### src/rtl/quick_spi_pkg.sv
// Shared types and constants for the quick SPI responder.
package quick_spi_pkg;

  typedef enum logic {
    IDLE   = 1'b0,
    ACTIVE = 1'b1
  } spi_state_t;

  // SPI modes encoded as {cpol, cpha}
  localparam logic [1:0] MODE0 = 2'b00;
  localparam logic [1:0] MODE1 = 2'b01;
  localparam logic [1:0] MODE2 = 2'b10;
  localparam logic [1:0] MODE3 = 2'b11;

  localparam int DATA_WIDTH_DEFAULT = 8;

  function automatic logic mode_cpol(input logic [1:0] m);
    return (m == MODE2) || (m == MODE3);
  endfunction

  function automatic logic mode_cpha(input logic [1:0] m);
    return (m == MODE1) || (m == MODE3);
  endfunction

endpackage

### src/rtl/quick_spi_sync.sv
// Multi-flop synchroniser for one asynchronous SPI pin, plus a one-flop
// history of the synchronised level for edge detection.
module quick_spi_sync #(
  parameter int STAGES = 2
) (
  input  logic clk,
  input  logic reset_n,
  input  logic rst_val,
  input  logic d,
  output logic q,
  output logic q_prev
);

  logic [STAGES-1:0] pipe;

  always_ff @(posedge clk) begin
    if (!reset_n) begin
      pipe   <= {STAGES{rst_val}};
      q_prev <= rst_val;
    end else begin
      pipe   <= {pipe[STAGES-2:0], d};
      q_prev <= pipe[STAGES-1];
    end
  end

  assign q = pipe[STAGES-1];

endmodule

### src/rtl/quick_spi_slave.sv
// SPI responder: oversamples the SPI pins in the clk domain, deserialises
// MOSI into words and serialises a one-deep holding register onto MISO.
module quick_spi_slave
  import quick_spi_pkg::*;
#(
  parameter int DATA_WIDTH  = DATA_WIDTH_DEFAULT,
  parameter int LSB_FIRST   = 1,
  parameter int SYNC_STAGES = 2
) (
  input  logic                  clk,
  input  logic                  reset_n,
  input  logic                  cpol,
  input  logic                  cpha,
  input  logic                  sclk,
  input  logic                  ss_n,
  input  logic                  mosi,
  output logic                  miso,
  output logic                  miso_oe,
  input  logic [DATA_WIDTH-1:0] tx_data,
  input  logic                  tx_valid,
  output logic                  tx_ready,
  output logic [DATA_WIDTH-1:0] rx_data,
  output logic                  rx_valid,
  output logic                  tx_underrun,
  output logic                  busy
);

  localparam int CNT_W = $clog2(DATA_WIDTH);
  localparam logic [CNT_W-1:0] LAST_BIT = CNT_W'(DATA_WIDTH - 1);

  // Handshake: tx_data is accepted on any clk edge where tx_valid && tx_ready;
  // tx_valid may be held or dropped freely, tx_ready never depends on tx_valid.

  spi_state_t state, state_nx;

  logic sclk_s, sclk_d, ss_s, ss_d, mosi_s, mosi_d_unused;
  logic [1:0] mode_l;
  logic hold_full, fresh, word_done;
  logic [DATA_WIDTH-1:0] hold_data, tx_shift, rx_shift, rx_next, load_word;
  logic [CNT_W-1:0] bit_cnt;
  logic cur_cpol, cur_cpha, lead, trail, active, select, deselect;
  logic sample_e, shift_e, word_load, load_req, wr, underrun;

  quick_spi_sync #(.STAGES(SYNC_STAGES)) u_sync_sclk (
    .clk(clk), .reset_n(reset_n), .rst_val(cpol), .d(sclk),
    .q(sclk_s), .q_prev(sclk_d)
  );

  quick_spi_sync #(.STAGES(SYNC_STAGES)) u_sync_ss (
    .clk(clk), .reset_n(reset_n), .rst_val(1'b1), .d(ss_n),
    .q(ss_s), .q_prev(ss_d)
  );

  quick_spi_sync #(.STAGES(SYNC_STAGES)) u_sync_mosi (
    .clk(clk), .reset_n(reset_n), .rst_val(1'b0), .d(mosi),
    .q(mosi_s), .q_prev(mosi_d_unused)
  );

  function automatic logic first_bit(input logic [DATA_WIDTH-1:0] w);
    return (LSB_FIRST != 0) ? w[0] : w[DATA_WIDTH-1];
  endfunction

  function automatic logic [DATA_WIDTH-1:0] advance(input logic [DATA_WIDTH-1:0] w);
    return (LSB_FIRST != 0) ? (w >> 1) : (w << 1);
  endfunction

  assign cur_cpol = mode_cpol(mode_l);
  assign cur_cpha = mode_cpha(mode_l);
  assign lead     = (sclk_d == cur_cpol) && (sclk_s != cur_cpol);
  assign trail    = (sclk_d != cur_cpol) && (sclk_s == cur_cpol);
  assign active   = (state == ACTIVE);
  assign select   = !active && ss_d && !ss_s;
  assign deselect = active && !ss_d && ss_s;
  assign sample_e = active && (cur_cpha ? trail : lead);
  assign shift_e  = active && (cur_cpha ? lead : trail);

  // A shift edge with the bit counter wrapped starts the next word, unless
  // the word loaded at select is still waiting for its first bit (cpha=1).
  assign word_load = shift_e && !fresh && (bit_cnt == '0);
  assign load_req  = select || word_load;
  assign wr        = tx_valid && !hold_full;
  assign load_word = hold_full ? hold_data : (wr ? tx_data : '0);
  assign underrun  = load_req && !hold_full && !wr;

  assign rx_next = (LSB_FIRST != 0) ? {mosi_s, rx_shift[DATA_WIDTH-1:1]}
                                    : {rx_shift[DATA_WIDTH-2:0], mosi_s};

  assign tx_ready = !hold_full;
  assign busy     = active;

  always_ff @(posedge clk) begin
    if (!reset_n) state <= IDLE;
    else          state <= state_nx;
  end

  always_comb begin
    state_nx = state;
    case (state)
      IDLE:    if (select)   state_nx = ACTIVE;
      ACTIVE:  if (deselect) state_nx = IDLE;
      default: state_nx = IDLE;
    endcase
  end

  always_ff @(posedge clk) begin
    if (!reset_n) begin
      mode_l      <= MODE0;
      hold_full   <= 1'b0;
      hold_data   <= '0;
      tx_shift    <= '0;
      rx_shift    <= '0;
      bit_cnt     <= '0;
      fresh       <= 1'b0;
      word_done   <= 1'b0;
      miso        <= 1'b0;
      miso_oe     <= 1'b0;
      rx_data     <= '0;
      rx_valid    <= 1'b0;
      tx_underrun <= 1'b0;
    end else begin
      rx_valid    <= word_done;
      tx_underrun <= underrun;
      word_done   <= 1'b0;
      if (word_done) rx_data <= rx_shift;
      if (!active) mode_l <= {cpol, cpha};

      // A same-cycle write and load passes the word through, leaving it empty
      if (load_req)  hold_full <= 1'b0;
      else if (wr) begin
        hold_full <= 1'b1;
        hold_data <= tx_data;
      end

      if (select) begin
        miso_oe <= 1'b1;
        bit_cnt <= '0;
        if (cpha) begin
          tx_shift <= load_word;
          fresh    <= 1'b1;
        end else begin
          miso     <= first_bit(load_word);
          tx_shift <= advance(load_word);
          fresh    <= 1'b0;
        end
      end

      if (sample_e) begin
        rx_shift <= rx_next;
        if (bit_cnt == LAST_BIT) begin
          bit_cnt   <= '0;
          word_done <= 1'b1;
        end else begin
          bit_cnt <= bit_cnt + 1'b1;
        end
      end

      if (shift_e) begin
        fresh <= 1'b0;
        if (word_load) begin
          miso     <= first_bit(load_word);
          tx_shift <= advance(load_word);
        end else begin
          miso     <= first_bit(tx_shift);
          tx_shift <= advance(tx_shift);
        end
      end

      // Deselect wins over any shift in the same cycle; a completed final
      // sample above still raises word_done.
      if (deselect) begin
        miso_oe <= 1'b0;
        miso    <= 1'b0;
        bit_cnt <= '0;
        fresh   <= 1'b0;
      end
    end
  end

endmodule
### config.mk
export PLATFORM = sky130hd
export DESIGN_NAME = quick_spi_slave
export DESIGN_NICKNAME = d
export VERILOG_FILES = /design/src/rtl/quick_spi_pkg.sv /design/src/rtl/quick_spi_sync.sv /design/src/rtl/quick_spi_slave.sv
export SDC_FILE = /design/constraint.sdc
export NUM_CORES = 1
export LEC_CHECK = 0
export BUFFER_PORTS_ARGS = -buffer_cell sky130_fd_sc_hd__clkbuf_2
export CAP_MARGIN = 20
export CORE_UTILIZATION = 40
export CTS_CLUSTER_SIZE = 40
export DETAILED_ROUTE_END_ITERATION = 12
export PLACE_DENSITY = 0.69
export SLEW_MARGIN = 30
export SYNTH_ARGS = -nofsm -noshare
export SYNTH_HDL_FRONTEND = slang
export SYNTH_SLANG_ARGS = --single-unit
### constraint.sdc
create_clock -name clk -period 2.3 [get_ports clk]
set_input_delay 0.115 -clock clk [delete_from_list [all_inputs] [get_ports clk]]
set_output_delay 0.115 -clock clk [all_outputs]
set_load 0.03 [all_outputs]
==> impl.org <==
** STA
- Setup violations remaining at the end of the flow were counted as 0.
- Pin slew with the least headroom to its limit :: 0.554 ns
- Static timing analysis puts the maximum clock frequency at 529 MHz.
- The number of pins exceeding their max-slew limit in the final report came to 0.
- The clock arrives with 0.0119 ns of skew.
- Final sum of negative setup slack :: 0 ns
- Final critical path time including I/O delays and setup :: 1.89 ns
- The number of endpoints with negative hold slack in the final report came to 0.
- Max transition margin :: 63.0%
- Dividing the final minimum period by the clock period gives 82.1%.
- Setup repair after global routing left no endpoint under its margin.

** Global routing
- Gr ovfl total :: 0
- The number of antenna violations at the first check in global routing was 0.
- In the global route stage, overall resource usage came out at 17.0%.
- Largest net degree at the start of global routing :: 36
- Wire length of the first global-routing pass :: 8.42 mm
- Number of global-route vias before repair :: 1817

** Die
- Effective utilization at floorplan :: 41.3%
- Pin placement for this block handled 30 I/O pins.
- From left edge to right edge, the die measures 79.9 um.
- After floorplanning, the core was sized to cover 5890 sq um.
- Cell Rows :: 28
- In this run the vertical extent of the chip is 79.9 um.
- The die covers 6390 sq um.

** Yosys
- Biggest area consumer among synthesized cells :: sky130_fd_sc_hd__dfxtp_1
- Library cells used by synthesis :: 36
- The synthesized netlist devotes 18.3% of its cell area to compound gates.
- By area the synthesized netlist is led by sky130_fd_sc_hd__dfxtp_1 (44%), sky130_fd_sc_hd__mux2i_1 (10%), sky130_fd_sc_hd__a21oi_1 (7.0%).
- Adder and majority cell fraction of the synthesized area :: 1.54%
- Mean post-synth cell area :: 8.68 sq um
- After synthesis, the largest area contributor takes up 43.7% of total cell area.
- Total standard cell area after synthesis :: 2430 sq um
- Post-synthesis instance total :: 280
- Summing the areas of all xor and xnor instances in the mapped netlist gives 0.669% of the synthesized area.
- Synthesis inferred 53 register bits.
- The synthesized design contains 0 enable-type register cells.
- Flip-flop cell with the highest count after synthesis :: sky130_fd_sc_hd__dfxtp_1
- Main combinational cell family by area after synthesis :: simple AND/OR/NAND/NOR gates
- Sequential cells were found to cover 43.7% of the synthesized design area.
- By count the netlist is led by sky130_fd_sc_hd__dfxtp_1 (53), sky130_fd_sc_hd__nand2_1 (35), sky130_fd_sc_hd__a21oi_1 (34), sky130_fd_sc_hd__mux2i_1 (25), sky130_fd_sc_hd__nand3_1 (18).
- Of all flip-flops after synthesis, the portion carrying an async set or reset was 0%.
- Synth warn :: 0
- Portion of netlist area occupied by mux cells :: 11.3%
- Of the total synthesized cell area, the portion taken by AND, OR, NAND and NOR gates is 20.1%.
- Most instantiated library cell after synthesis :: sky130_fd_sc_hd__dfxtp_1
- Synthesis produced a netlist with a net count of 299.

** Clock tree
- Skew-Pair Late Insertion Delay :: 0.32 ns
- Clock slew at reported path FFs :: 0.11 ns
- CTS H-tree depth :: 2
- CTS Buf Count :: 5
- CTS tree :: done
- In this run the post-CTS setup repair buffer count came out at 0.
- For this design, the sink count on the clock tree is 53.
- Root buffer selected by CTS :: sky130_fd_sc_hd__clkbuf_8
- The clock passes through at most 2 buffers.

** Run
- Across the run, the number of max-cap violations was 0.

** Detailed routing
- Dividing the detail-routed wire length by the instance count gives 13.0 um.
- The first detailed-routing pass ran for 8 iterations.
- DR vias :: 2072
- In the routed layout, each cell is associated on average with a via count of 5.40.
- Initial DRC count :: 72
- DRC :: 2
- Wires add up to 5.00 mm.
- Once detail routing completed, the nets flagged for antenna violations numbered 0.

** Critical path
- Arrival time of the worst setup path :: 2.10 ns
- Biggest fanout along the worst timing path :: 14
- STA classifies the critical path endpoint as a register.
- Slowest stage cell on the critical path :: sky130_fd_sc_hd__dfxtp_1
- Cells along the critical path :: buf_4, inv_1, o31ai_1, buf_4, a21oi_1
- Critical path required time :: 2.51 ns
- Critical path class :: register to register
- The largest single stage delay on the critical path is 0.60 ns.
- Crit path launch type :: register
- In this design, the critical path's most frequently occurring cell is sky130_fd_sc_hd__buf_4.

** Finish
- N_diodes :: 0
- The final layout contains 327 nets.
- Area added between synthesis and finish :: 15.0%
- The layout has 587 filler cells.
- Share of final-layout standard cells stronger than drive strength 1 :: 17.2%

** Run status
- The checks that failed: design-rule violations.
- Run status :: complete, but fails checks

** Placed design
- Half-perimeter wire length after detailed placement :: 3.43 mm
- IO buf count :: 29
- The congestion estimate from routability-driven global placement came to 0.798.

** Min path
- Path class of the lowest-slack min-delay path :: primary input to register

** Power and ir drop
- Power Density :: 634 nW/um^2
- In this run the static leakage power is 1.04 nW.
- The worst-case IR drop observed on VDD is 0.000293 V.
- Overall power consumption after layout is estimated at 1.77 mW.
## logic make-up (layout without fill, tap and decap cells)
kind of cell / count (synthesis) / count (layout)
DFF: 53 / 53
and+or+nand+nor: 99 / 99
AOI/OAI and AO/OA: 69 / 69
xor gates and xnor gates: 1 / 1
adders and majority gates: 3 / 3
buffers and inverters: 28 / 57
muxes: 27 / 27
## per-stage QoR
step           setup slack [ns]  util [%]  hold WS [ns]  instance area [sq um]  instances
5_1_grt                   0.309      47.5        0.0354                   2800        384
6_report                  0.411      47.5        0.0179                   2800        384
3_5_place_dp              0.481      45.4         0.301                   2670        373
4_1_cts                   0.412      47.5        0.0181                   2800        384
3_3_place_gp              0.577      45.4         0.298                   2670        373
2_1_floorplan             0.376         -         0.216                   2430        280
## layout by cell type (no fill, tap or decap), types with 2 or more instances in the layout
cell type	Yosys	layout
sky130_fd_sc_hd__nand2_1	35	35
sky130_fd_sc_hd__ha_1	3	3
sky130_fd_sc_hd__nor3_1	8	8
sky130_fd_sc_hd__clkbuf_8	0	5
sky130_fd_sc_hd__o21bai_1	7	7
sky130_fd_sc_hd__nand2b_1	4	4
sky130_fd_sc_hd__or3b_2	2	2
sky130_fd_sc_hd__clkbuf_2	0	29
sky130_fd_sc_hd__mux2i_1	25	25
sky130_fd_sc_hd__dlygate4sd3_1	0	3
sky130_fd_sc_hd__o211ai_1	4	4
sky130_fd_sc_hd__inv_1	7	7
sky130_fd_sc_hd__dfxtp_1	53	53
sky130_fd_sc_hd__o31ai_1	2	2
sky130_fd_sc_hd__o21ai_0	9	9
sky130_fd_sc_hd__nand3_1	18	18
sky130_fd_sc_hd__nor2_1	13	13
sky130_fd_sc_hd__nor3b_1	2	2
sky130_fd_sc_hd__nand3b_1	10	10
sky130_fd_sc_hd__and2_1	4	4
sky130_fd_sc_hd__buf_4	0	8
sky130_fd_sc_hd__a311oi_1	6	6
sky130_fd_sc_hd__a21oi_1	34	34
## final timing paths
check	startpoint	endpoint	slack, ns	depth (start not counted)
setup reg to reg	busy$_SDFF_PN0_	bit_cnt[1]$_SDFFE_PP0P_	0.41	5
hold / removal	tx_data[7]	hold_data[7]$_SDFFE_PN0P_	0.02	3
hold reg to reg	u_sync_ss.pipe[0]$_SDFF_PN1_	u_sync_ss.pipe[1]$_SDFF_PN1_	0.41	1
setup / recovery	busy$_SDFF_PN0_	bit_cnt[1]$_SDFFE_PP0P_	0.41	5
## critical path, delay by kind of cell (launching register included)
kind / cells / cell delay [ns]
AO/OA/AOI/OAI: 2 / 0.56
buffers and inverters: 3 / 0.62
flip-flops: 1 / 0.60
## flip-flops by register name (all words and copies together) (netlist names), 2 cells and up
name              cells
rx_data               8
u_sync_sclk.pipe      2
bit_cnt               3
u_sync_mosi.pipe      2
u_sync_ss.pipe        2
hold_data             8
tx_shift              8
mode_l                2
rx_shift              8
## where the power goes
part | internal [mW] | leakage [nW] | switching (mW)
sequential | 0.954 | 0.432 | 0.0296
combinational | 0.0984 | 0.567 | 0.133
clock | 0.221 | 0.0447 | 0.336
total | 1.27 | 1.04 | 0.498
## per-layer routing
| metal | wire [um] | track usage, % | part of all wire, % | vias to the layer above |
|---|---|---|---|---|
| met5 | 0 | 0 | 0 | - |
| met4 | 70 | 7.68 | 1.4 | 0 |
| met3 | 223 | 4.11 | 4.5 | 7 |
| met2 | 2220 | 27.0 | 44 | 41 |
| met1 | 2490 | 21.5 | 50 | 973 |
| li1 | - | - | - | 1051 |
## area by class of cell
type | count | area [sq um] | area share, %
clock inverters | 3 | 25.0 | 0.895
multi-input cells | 199 | 1260 | 45.1
clock buffers | 5 | 68.8 | 2.46
inverters | 8 | 30.0 | 1.07
flip-flops and latches | 53 | 1060 | 38.0
repair buffers | 41 | 255 | 9.13
well taps | 75 | 93.8 | 3.36
## repair_timing
action                    4_1_cts  5_1_grt
hold endpoints to repair        3        0
resized for setup               0        0
hold buffers                    3        0
Note: power is estimated with default switching activity, not from simulation.
